==> src/rtl/cpu16_pkg.sv <==
// Shared definitions for the 16-bit CPU sequencer: state encoding, IR field
// positions and the unconditional-jump code.
package cpu16_pkg;

  localparam logic [2:0] ST_FETCH  = 3'd0;
  localparam logic [2:0] ST_DECODE = 3'd1;
  localparam logic [2:0] ST_EXEC   = 3'd2;
  localparam logic [2:0] ST_UPDATE = 3'd3;
  localparam logic [2:0] ST_HALT   = 3'd4;

  typedef enum logic [2:0] {
    FETCH  = ST_FETCH,
    DECODE = ST_DECODE,
    EXEC   = ST_EXEC,
    UPDATE = ST_UPDATE,
    HALT   = ST_HALT
  } state_t;

  localparam int IR_CBIT   = 15;
  localparam int IR_JMP_HI = 2;
  localparam int IR_JMP_LO = 0;

  localparam logic [2:0] JMP_ALWAYS = 3'b111;

  function automatic logic [2:0] jmp_field(input logic [15:0] word);
    return word[IR_JMP_HI:IR_JMP_LO];
  endfunction

endpackage

==> src/rtl/jump_cond_eval.sv <==
// Combinational jump condition: a C-instruction jumps when any selected
// condition bit (lt/eq/gt) matches the ALU flags; A-instructions never jump.
module jump_cond_eval
  import cpu16_pkg::*;
#(
  parameter int WIDTH = 16
) (
  input  logic [WIDTH-1:0] ir,
  input  logic             zr,
  input  logic             ng,
  output logic             take
);

  logic [2:0] jmp;
  logic       unused_ir;

  assign jmp       = jmp_field(ir[15:0]);
  assign unused_ir = ^ir;

  assign take = ir[IR_CBIT] & ((jmp[2] & ng) | (jmp[1] & zr) | (jmp[0] & ~ng & ~zr));

endmodule

==> src/rtl/pc_sequencer.sv <==
// Fetch/decode/exec/update sequencer driving the PC controls, instruction fetch
// handshake and IR; detects self-jump halt and fetch timeout.
module pc_sequencer
  import cpu16_pkg::*;
#(
  parameter int WIDTH   = 16,
  parameter int TIMEOUT = 255
) (
  input  logic             clock,
  input  logic             reset,
  input  logic             run,
  input  logic             restart,
  input  logic [WIDTH-1:0] pc_out,
  input  logic             imem_ack,
  input  logic [WIDTH-1:0] imem_data,
  input  logic [WIDTH-1:0] a_reg,
  input  logic             alu_zr,
  input  logic             alu_ng,
  input  logic             mem_busy,
  output logic             imem_req,
  output logic [WIDTH-1:0] imem_addr,
  output logic [WIDTH-1:0] pc_in,
  output logic             pc_load,
  output logic             pc_inc,
  output logic             pc_reset,
  output logic [WIDTH-1:0] ir,
  output logic             exec_en,
  output logic             halted,
  output logic             fault,
  output logic [15:0]      retired,
  output state_t           state
);

  localparam logic [7:0] CNT_LAST = 8'(TIMEOUT - 1);

  // Handshake: an instruction is accepted only in a cycle where imem_req and
  // imem_ack are both high; ack while req is low carries no meaning.
  state_t     state_q, next_state;
  logic [7:0] wait_cnt;
  logic       jump_always_q, take_q, take;
  logic       set_fault, set_halt, retire;

  jump_cond_eval #(.WIDTH(WIDTH)) u_jump_cond_eval (
    .ir   (ir),
    .zr   (alu_zr),
    .ng   (alu_ng),
    .take (take)
  );

  assign state     = state_q;
  assign pc_reset  = reset | restart;
  assign pc_in     = a_reg;
  assign imem_addr = imem_req ? pc_out : '0;

  always_comb begin
    next_state = state_q;
    imem_req   = 1'b0;
    pc_load    = 1'b0;
    pc_inc     = 1'b0;
    exec_en    = 1'b0;
    set_fault  = 1'b0;
    set_halt   = 1'b0;
    retire     = 1'b0;
    if (reset || restart) begin
      next_state = FETCH;
    end else begin
      case (state_q)
        FETCH: begin
          imem_req = run;
          if (run && imem_ack) begin
            next_state = DECODE;
          end else if (run && wait_cnt == CNT_LAST) begin
            next_state = HALT;
            set_fault  = 1'b1;
          end
        end
        DECODE: next_state = EXEC;
        EXEC: begin
          exec_en = 1'b1;
          if (!mem_busy) next_state = UPDATE;
        end
        UPDATE: begin
          // A jump to its own address can never make progress, so stop here.
          if (jump_always_q && (a_reg == pc_out)) begin
            next_state = HALT;
            set_halt   = 1'b1;
          end else begin
            pc_load    = take_q;
            pc_inc     = ~take_q;
            retire     = 1'b1;
            next_state = FETCH;
          end
        end
        HALT:    next_state = HALT;
        default: next_state = FETCH;
      endcase
    end
  end

  always_ff @(posedge clock) begin
    if (reset) begin
      state_q       <= FETCH;
      wait_cnt      <= '0;
      ir            <= '0;
      jump_always_q <= 1'b0;
      take_q        <= 1'b0;
      halted        <= 1'b0;
      fault         <= 1'b0;
      retired       <= '0;
    end else begin
      state_q <= next_state;
      if (restart || next_state != FETCH) wait_cnt <= '0;
      else if (imem_req && !imem_ack)     wait_cnt <= wait_cnt + 8'd1;
      if (imem_req && imem_ack) ir <= imem_data;
      if (state_q == DECODE)
        jump_always_q <= ir[IR_CBIT] && (jmp_field(ir[15:0]) == JMP_ALWAYS);
      // Flags are only trustworthy on the last EXEC cycle.
      if (state_q == EXEC && !mem_busy) take_q <= take;
      if (restart) begin
        halted <= 1'b0;
        fault  <= 1'b0;
      end else begin
        if (set_halt)  halted <= 1'b1;
        if (set_fault) fault  <= 1'b1;
      end
      if (retire) retired <= retired + 16'd1;
    end
  end

endmodule
==> config.mk <==
export PLATFORM = sky130hd
export DESIGN_NAME = pc_sequencer
export DESIGN_NICKNAME = d
export VERILOG_FILES = /design/src/rtl/cpu16_pkg.sv /design/src/rtl/jump_cond_eval.sv /design/src/rtl/pc_sequencer.sv
export SDC_FILE = /design/constraint.sdc
export NUM_CORES = 1
export LEC_CHECK = 0
export CAP_MARGIN = 15
export CORE_MARGIN = 2
export CORE_UTILIZATION = 43
export DETAILED_ROUTE_END_ITERATION = 10
export GPL_TIMING_DRIVEN = 0
export PLACE_DENSITY_LB_ADDON = 0.12
export SLEW_MARGIN = 5
export SYNTH_ARGS = -nofsm -noshare
export SYNTH_HDL_FRONTEND = slang
export SYNTH_SLANG_ARGS = --single-unit
==> constraint.sdc <==
create_clock -name clock -period 4.9 [get_ports clock]
set_input_delay 0.98 -clock clock [delete_from_list [all_inputs] [get_ports clock]]
set_output_delay 0.98 -clock clock [all_outputs]
set_load 0.01 [all_outputs]
After elaboration in Yosys (flattened, before gate mapping)
Cells that the tools add are included.
{"block": "classes", "bitwise": 11, "n_reduce_logical": 15, "n_eq_ne": 7, "mux": 27, "addsub": 2}
{"cell": "1-bit 2-to-1 mux", "n": 20}
{"cell": "16-bit by 1-bit adder with 16-bit output, second input constant", "n": 1}
{"cell": "16-bit equality test", "n": 1}
{"cell": "16-bit 2-to-1 mux", "n": 1}
{"cell": "3-bit 2-to-1 mux", "n": 5}
{"cell": "3-bit case mux with 5 select lines", "n": 1}
{"cell": "8-bit by 1-bit adder with 8-bit output, second input constant", "n": 1}
{"cell": "8-bit equality test, second input constant", "n": 1}
{"cell": "1-bit logical AND", "n": 7}
{"cell": "3-bit by 2-bit equality test with 1-bit output, second input constant", "n": 2}
{"cell": "3-bit equality test, second input constant", "n": 2}
{"cell": "1-bit bitwise AND", "n": 5}
{"cell": "2-bit OR reduction", "n": 2}
{"cell": "3-bit by 1-bit equality test with 1-bit output, second input constant", "n": 1}
{"cell": "3-bit logical NOT", "n": 1}
{"cell": "1-bit inverter", "n": 3}
{"cell": "1-bit OR", "n": 3}
{"cell": "3-bit nonzero test", "n": 1}
{"cell": "1-bit logical NOT", "n": 2}
{"cell": "1-bit logical OR", "n": 2}
{"block": "word_totals", "inputBits": 56, "out_inout_bits": 74, "register_bits": 47, "word_cells": 70}

Logic depth before layout (Yosys ltp)
Gate-level depths: netlist of the first run.
{"block": "logic_depth", "depth_word": 9, "ltp_mapped": 8, "ltp_nobuf": 8}

By module
From an unflattened synthesis of the first run, not the netlist that was laid out.
{"block": "hier_totals", "cells_unflattened": 330, "area_unflattened_um2": 2693.8}
{"module": "pc_sequencer", "area_per_inst_um2": 2670.1, "seq_area_each_um2": 940.9, "cells_each": 327, "n_inst": 1}
{"module": "jump_cond_eval", "area_per_inst_um2": 23.8, "seq_area_each_um2": 0.0, "cells_each": 3, "n_inst": 1}

Worst setup path after synthesis of the first run
No wires, ideal clock.
{"block": "synth_timing", "path_type": "in2out", "from": "in pc_out[2]", "to": "out pc_inc", "required_ps": 3920, "cell_stages": 6, "setup_slack_ps": 1830, "path_buffers": 1, "arrival_ps": 2090, "path_cell_list": "xor2_1 -> nor4_2 -> nand4_2 -> o21ai_4 -> buf_6 -> nor2_1"}
{"block": "synth_via", "elab_chain_cells": 5}
{"item": "start, declared", "line_no": "pc_sequencer.sv:13", "text": "input logic [WIDTH-1:0] pc_out,"}
{"item": "16-bit equality test", "line_no": "pc_sequencer.sv:84", "text": "if (jump_always_q && (a_reg == pc_out)) begin"}
{"item": "1-bit logical AND", "line_no": "pc_sequencer.sv:84"}
{"item": "1-bit 2-to-1 mux", "line_no": "pc_sequencer.sv:84"}
{"item": "1-bit 2-to-1 mux", "line_no": "pc_sequencer.sv:67", "text": "case (state_q)"}
{"item": "1-bit 2-to-1 mux", "line_no": "pc_sequencer.sv:64", "text": "if (reset || restart) begin"}
{"item": "end, declared", "line_no": "pc_sequencer.sv:24", "text": "output logic pc_inc,"}
No other way between the ends.

Worst setup path in the final report of the first run
{"block": "layout_timing", "from": "in restart", "to": "out imem_addr[12]"}
{"block": "layout_via", "elab_chain_cells": 3}
{"item": "start, declared", "line_no": "pc_sequencer.sv:12", "text": "input logic restart,"}
{"item": "1-bit logical OR", "line_no": "pc_sequencer.sv:64"}
{"item": "1-bit 2-to-1 mux", "line_no": "pc_sequencer.sv:64"}
{"item": "16-bit 2-to-1 mux", "line_no": "pc_sequencer.sv:53", "text": "assign imem_addr = imem_req ? pc_out : '0;"}
{"item": "end, declared", "line_no": "pc_sequencer.sv:21", "text": "output logic [WIDTH-1:0] imem_addr,"}
No other way between the ends.

==> results.py, run 1 <==
metrics = {
    "clocking": {
        "clkTransAtPathRegs_ns": 0.08,
        "ctsResizeCount": 0,
        "clock_latency_ns": 0.30,
        "h-tree-depth": 2,
        "cts_num_sinks": 47,
        "cts_inserted_buffers": 5,
        "cts_tree": "done",
        "hold_buffers": 0,
        "post_cts_buffers": 0,
        "cts_root_buf": "clkbuf_8",
        "clock_path_buffers": 2,
    },
    "drt": {
        "via_per_inst": 5.05,
        "wl_per_cell_um": 14.2,
        "via_count": 2585,
        "totalWireLength_mm": 7.28,
        "ant_nets": 0,
        "dr.pass1.iters": 4,
        "drt_iter0_drc": 101,
        "drc": 0,
    },
    "yosys": {
        "syn-num-nets": 364,
        "avgSynthCellArea_um2": 8.28,
        "synthDistinctLibCells": 51,
        "synth_warnings": 0,
        "syn-instance-count": 305,
        "syn_area_mm2": 0.00253,
        "synth-seq-cells": 47,
        "synth_flop_cell": "dfxtp_1",
        "synth-seq-area-share_pct": 37.2,
        "async_reset_ff_share_pct": 0,
        "synth_edf_count": 0,
    },
    "critical_path": {
        "crit_arrival_ns": 3.29,
        "cpMostUsedCell": "clkdlybuf4s50_1",
        "crit_path_end_kind": "primary output",
        "r2r_cells": 7,
        "crit_required_ns": 3.92,
        "criticalPathCategory": "in2out",
        "critPathBufInv": 4,
        "crit_slowest_cell": "clkdlybuf4s50_1",
        "startpoint": "restart",
        "start_kind": "primary input",
        "worstSetupPathDepth": 7,
        "critical_path_peak_fanout": 10,
        "reg2reg_from": "state[0]",
        "path_cells": "clkdlybuf4s50_1 > nor3_2 > and3_1 > clkbuf_2 > clkbuf_1 > and2_1 > clkdlybuf4s50_1",
        "cpLargestDelayFamily": "buffers and inverters",
        "cpPeakStageDelay_ns": 0.53,
    },
    "cells_and_area": {
        "area_delta_synth_final_pct": 57.8,
        "drive_above_1_share_pct": 10.9,
        "diodes": 0,
        "multi_input_area_mm2": 0.00137,
        "nFillCells": 453,
        "design_area_mm2": 0.00399,
        "nNetsFinal": 499,
        "fin_util_pct": 71.5,
        "regArea_um2": 941,
    },
    "sta": {
        "setup_violations": 0,
        "fin_skew_ns": 0.00786,
        "hold_viol": 0,
        "period_needed_ns": 4.27,
        "fin_crit_sh_pct": 87.1,
        "worst_slew_pin_slew_ns": 0.475,
        "fmax_mhz": 234,
        "rsz0062_at_grt": "false",
        "fin_tns_setup_ns": 0,
        "slew_headroom_pct": 67.9,
        "slew_viol_final": 0,
    },
    "placed_design": {
        "place_congestion": 0.826,
        "hpwl_mm": 5.82,
        "place_area_mm2": 0.00390,
        "portBuffers": 128,
    },
    "min_path": {
        "hp-class": "reg2reg",
        "hp-start": "ir[11]",
        "whs_path_depth": 2,
    },
    "grt": {
        "grt_max_degree": 14,
        "grt_pass1_vias": 2522,
        "grt_pass1_wl_mm": 12.0,
        "top_usage_layer": "met2",
        "met1_usage_pct": 30.5,
        "grtUsageTotal_pct": 24.1,
        "grt-ovfl-total": 0,
        "antenna_found_initial": 0,
        "grtUsageMet3_pct": 8.65,
        "gr-usage-met2_pct": 39.3,
    },
    "job": {
        "maxCapViolations": 0,
    },
    "floorplanning": {
        "io_pins": 130,
        "fp.coreArea_mm2": 0.00557,
        "initial_utilization_pct": 45.3,
        "fp.dieW_um": 80.6,
        "placementRows": 27,
        "die-height_um": 80.6,
        "dieArea_mm2": 0.00650,
    },
    "power": {
        "power.density_mw_per_mm2": 192,
        "power_leakage_nw": 1.43,
        "vdd_drop_max_uv": 147,
    },
    "status": {
        "status": "complete, no violations",
    },
}
[worst paths after layout]
check,endpoint,slack [ns]
max,imem_addr[12],0.63
min,ir[11],0.46
min reg2reg,ir[11],0.46
max reg2reg,retired[6],3.06
[layout make-up]
| class | instances | area share (%) |
|---|---|---|
| Tap cell | 72 | 2.26 |
| Multi-Input combinational cell | 223 | 34.3 |
| Sequential cell | 47 | 23.6 |
| Inverter | 6 | 0.565 |
| Clock inverter | 1 | 0.126 |
| Buffer | 29 | 4.96 |
| Clock buffer | 6 | 2.07 |
| Timing Repair Buffer | 128 | 32.2 |
[routing by layer]
layer / vias up / wire (um)
li1: 1294 / -
met2: 88 / 3500
met5: - / 0
met4: 0 / 92
met3: 9 / 551
met1: 1194 / 3140
[state kept, by name (all words and copies together), names as in the netlist]
name / flops
ir: 16
take_q: 1
jump_always_q: 1
wait_cnt: 8
retired: 16
state: 3
fault: 1
halted: 1
[kinds of logic (layout without fill, tap and decap cells)]
kind of cell	Yosys count	in the layout	share of synthesized area, %
xor gates and xnor gates	26	26	9.01
muxes	1	1	0.396
and+or+nand+nor	137	137	29.4
buffers and inverters	35	170	8.72
DFF	47	47	37.2
AOI/OAI and AO/OA	56	56	13.7
adders and majority gates	3	3	1.49
[tightest hold or removal path: stages, from the launching register on]
cell,delay (ns)
dfxtp_1,0.31
nand2_1,0.05
a21oi_1,0.05
[through the flow]
step                worst slack [ns]  instances  power, mW  hold WS, ns
floorplan                       1.83        305      0.447        0.454
global placement               0.615        505      0.532        0.442
detailed placement             0.607        505      0.534        0.446
CTS                            0.597        512      0.769        0.458
global route                   0.441        512      0.799        0.475
finish                         0.631        512      0.765        0.458
[cells in the final DEF, fill, tap and decap left out, types with 5 or more instances in the layout]
cell               n
a21oi_1           32
and2_1            16
buf_4             16
clkbuf_1           5
clkbuf_8           6
clkdlybuf4s50_1  128
dfxtp_1           47
inv_1              5
nand2_1           44
nand3_1            7
nand4_1            6
nor2_1            22
nor3_1             6
o31ai_1            6
or4_1              5
xnor2_1            5
xor2_1            21
[cell usage after synthesis (2+ instances only)]
cell       n  area share (%)
or3_1      4            0.99
and3b_1    2            0.69
and3_1     2            0.50
nor3_1     6             1.2
o31ai_1    6             1.8
o211ai_1   2            0.59
inv_1      5            0.74
or3_2      2            0.59
o21ai_0    3            0.59
nor4b_1    2            0.69
nand3_1    7             1.4
clkbuf_1   5            0.74
or2_1      2            0.50
ha_1       3             1.5
nor2b_1    2            0.50
a21oi_1   32             6.3
nand4_2    2            0.99
nand2_1   44             6.5
buf_6      3             1.3
buf_4     16             4.8
and2_1    16             4.0
nor2_1    22             3.3
nand2b_1   2            0.50
xnor2_1    5             1.7
o21ai_1    4            0.79
nor4_2     3             1.5
xor2_1    21             7.3
or4_1      5             1.5
dfxtp_1   47              37
nand4_1    6             1.5
buf_2      4            0.79
[report_power, final]
group,internal [mW],switching [mW]
Combinational,0.0851,0.0529
Clock,0.111,0.129
Sequential,0.385,0.00209
Total,0.581,0.184
Note: power is estimated with default switching activity, not from simulation.
==> run 2, diff against run 1 <==
--- a/config.mk
+++ b/config.mk
@@ -8,6 +8,7 @@
 export CAP_MARGIN = 15
 export CORE_MARGIN = 2
 export CORE_UTILIZATION = 43
+export CTS_CLUSTER_DIAMETER = 150
 export DETAILED_ROUTE_END_ITERATION = 10
 export GPL_TIMING_DRIVEN = 0
 export PLACE_DENSITY_LB_ADDON = 0.12
==> results of run 2 <==
Same layout as run 1: the final DEF is identical, and so are final timing and power.
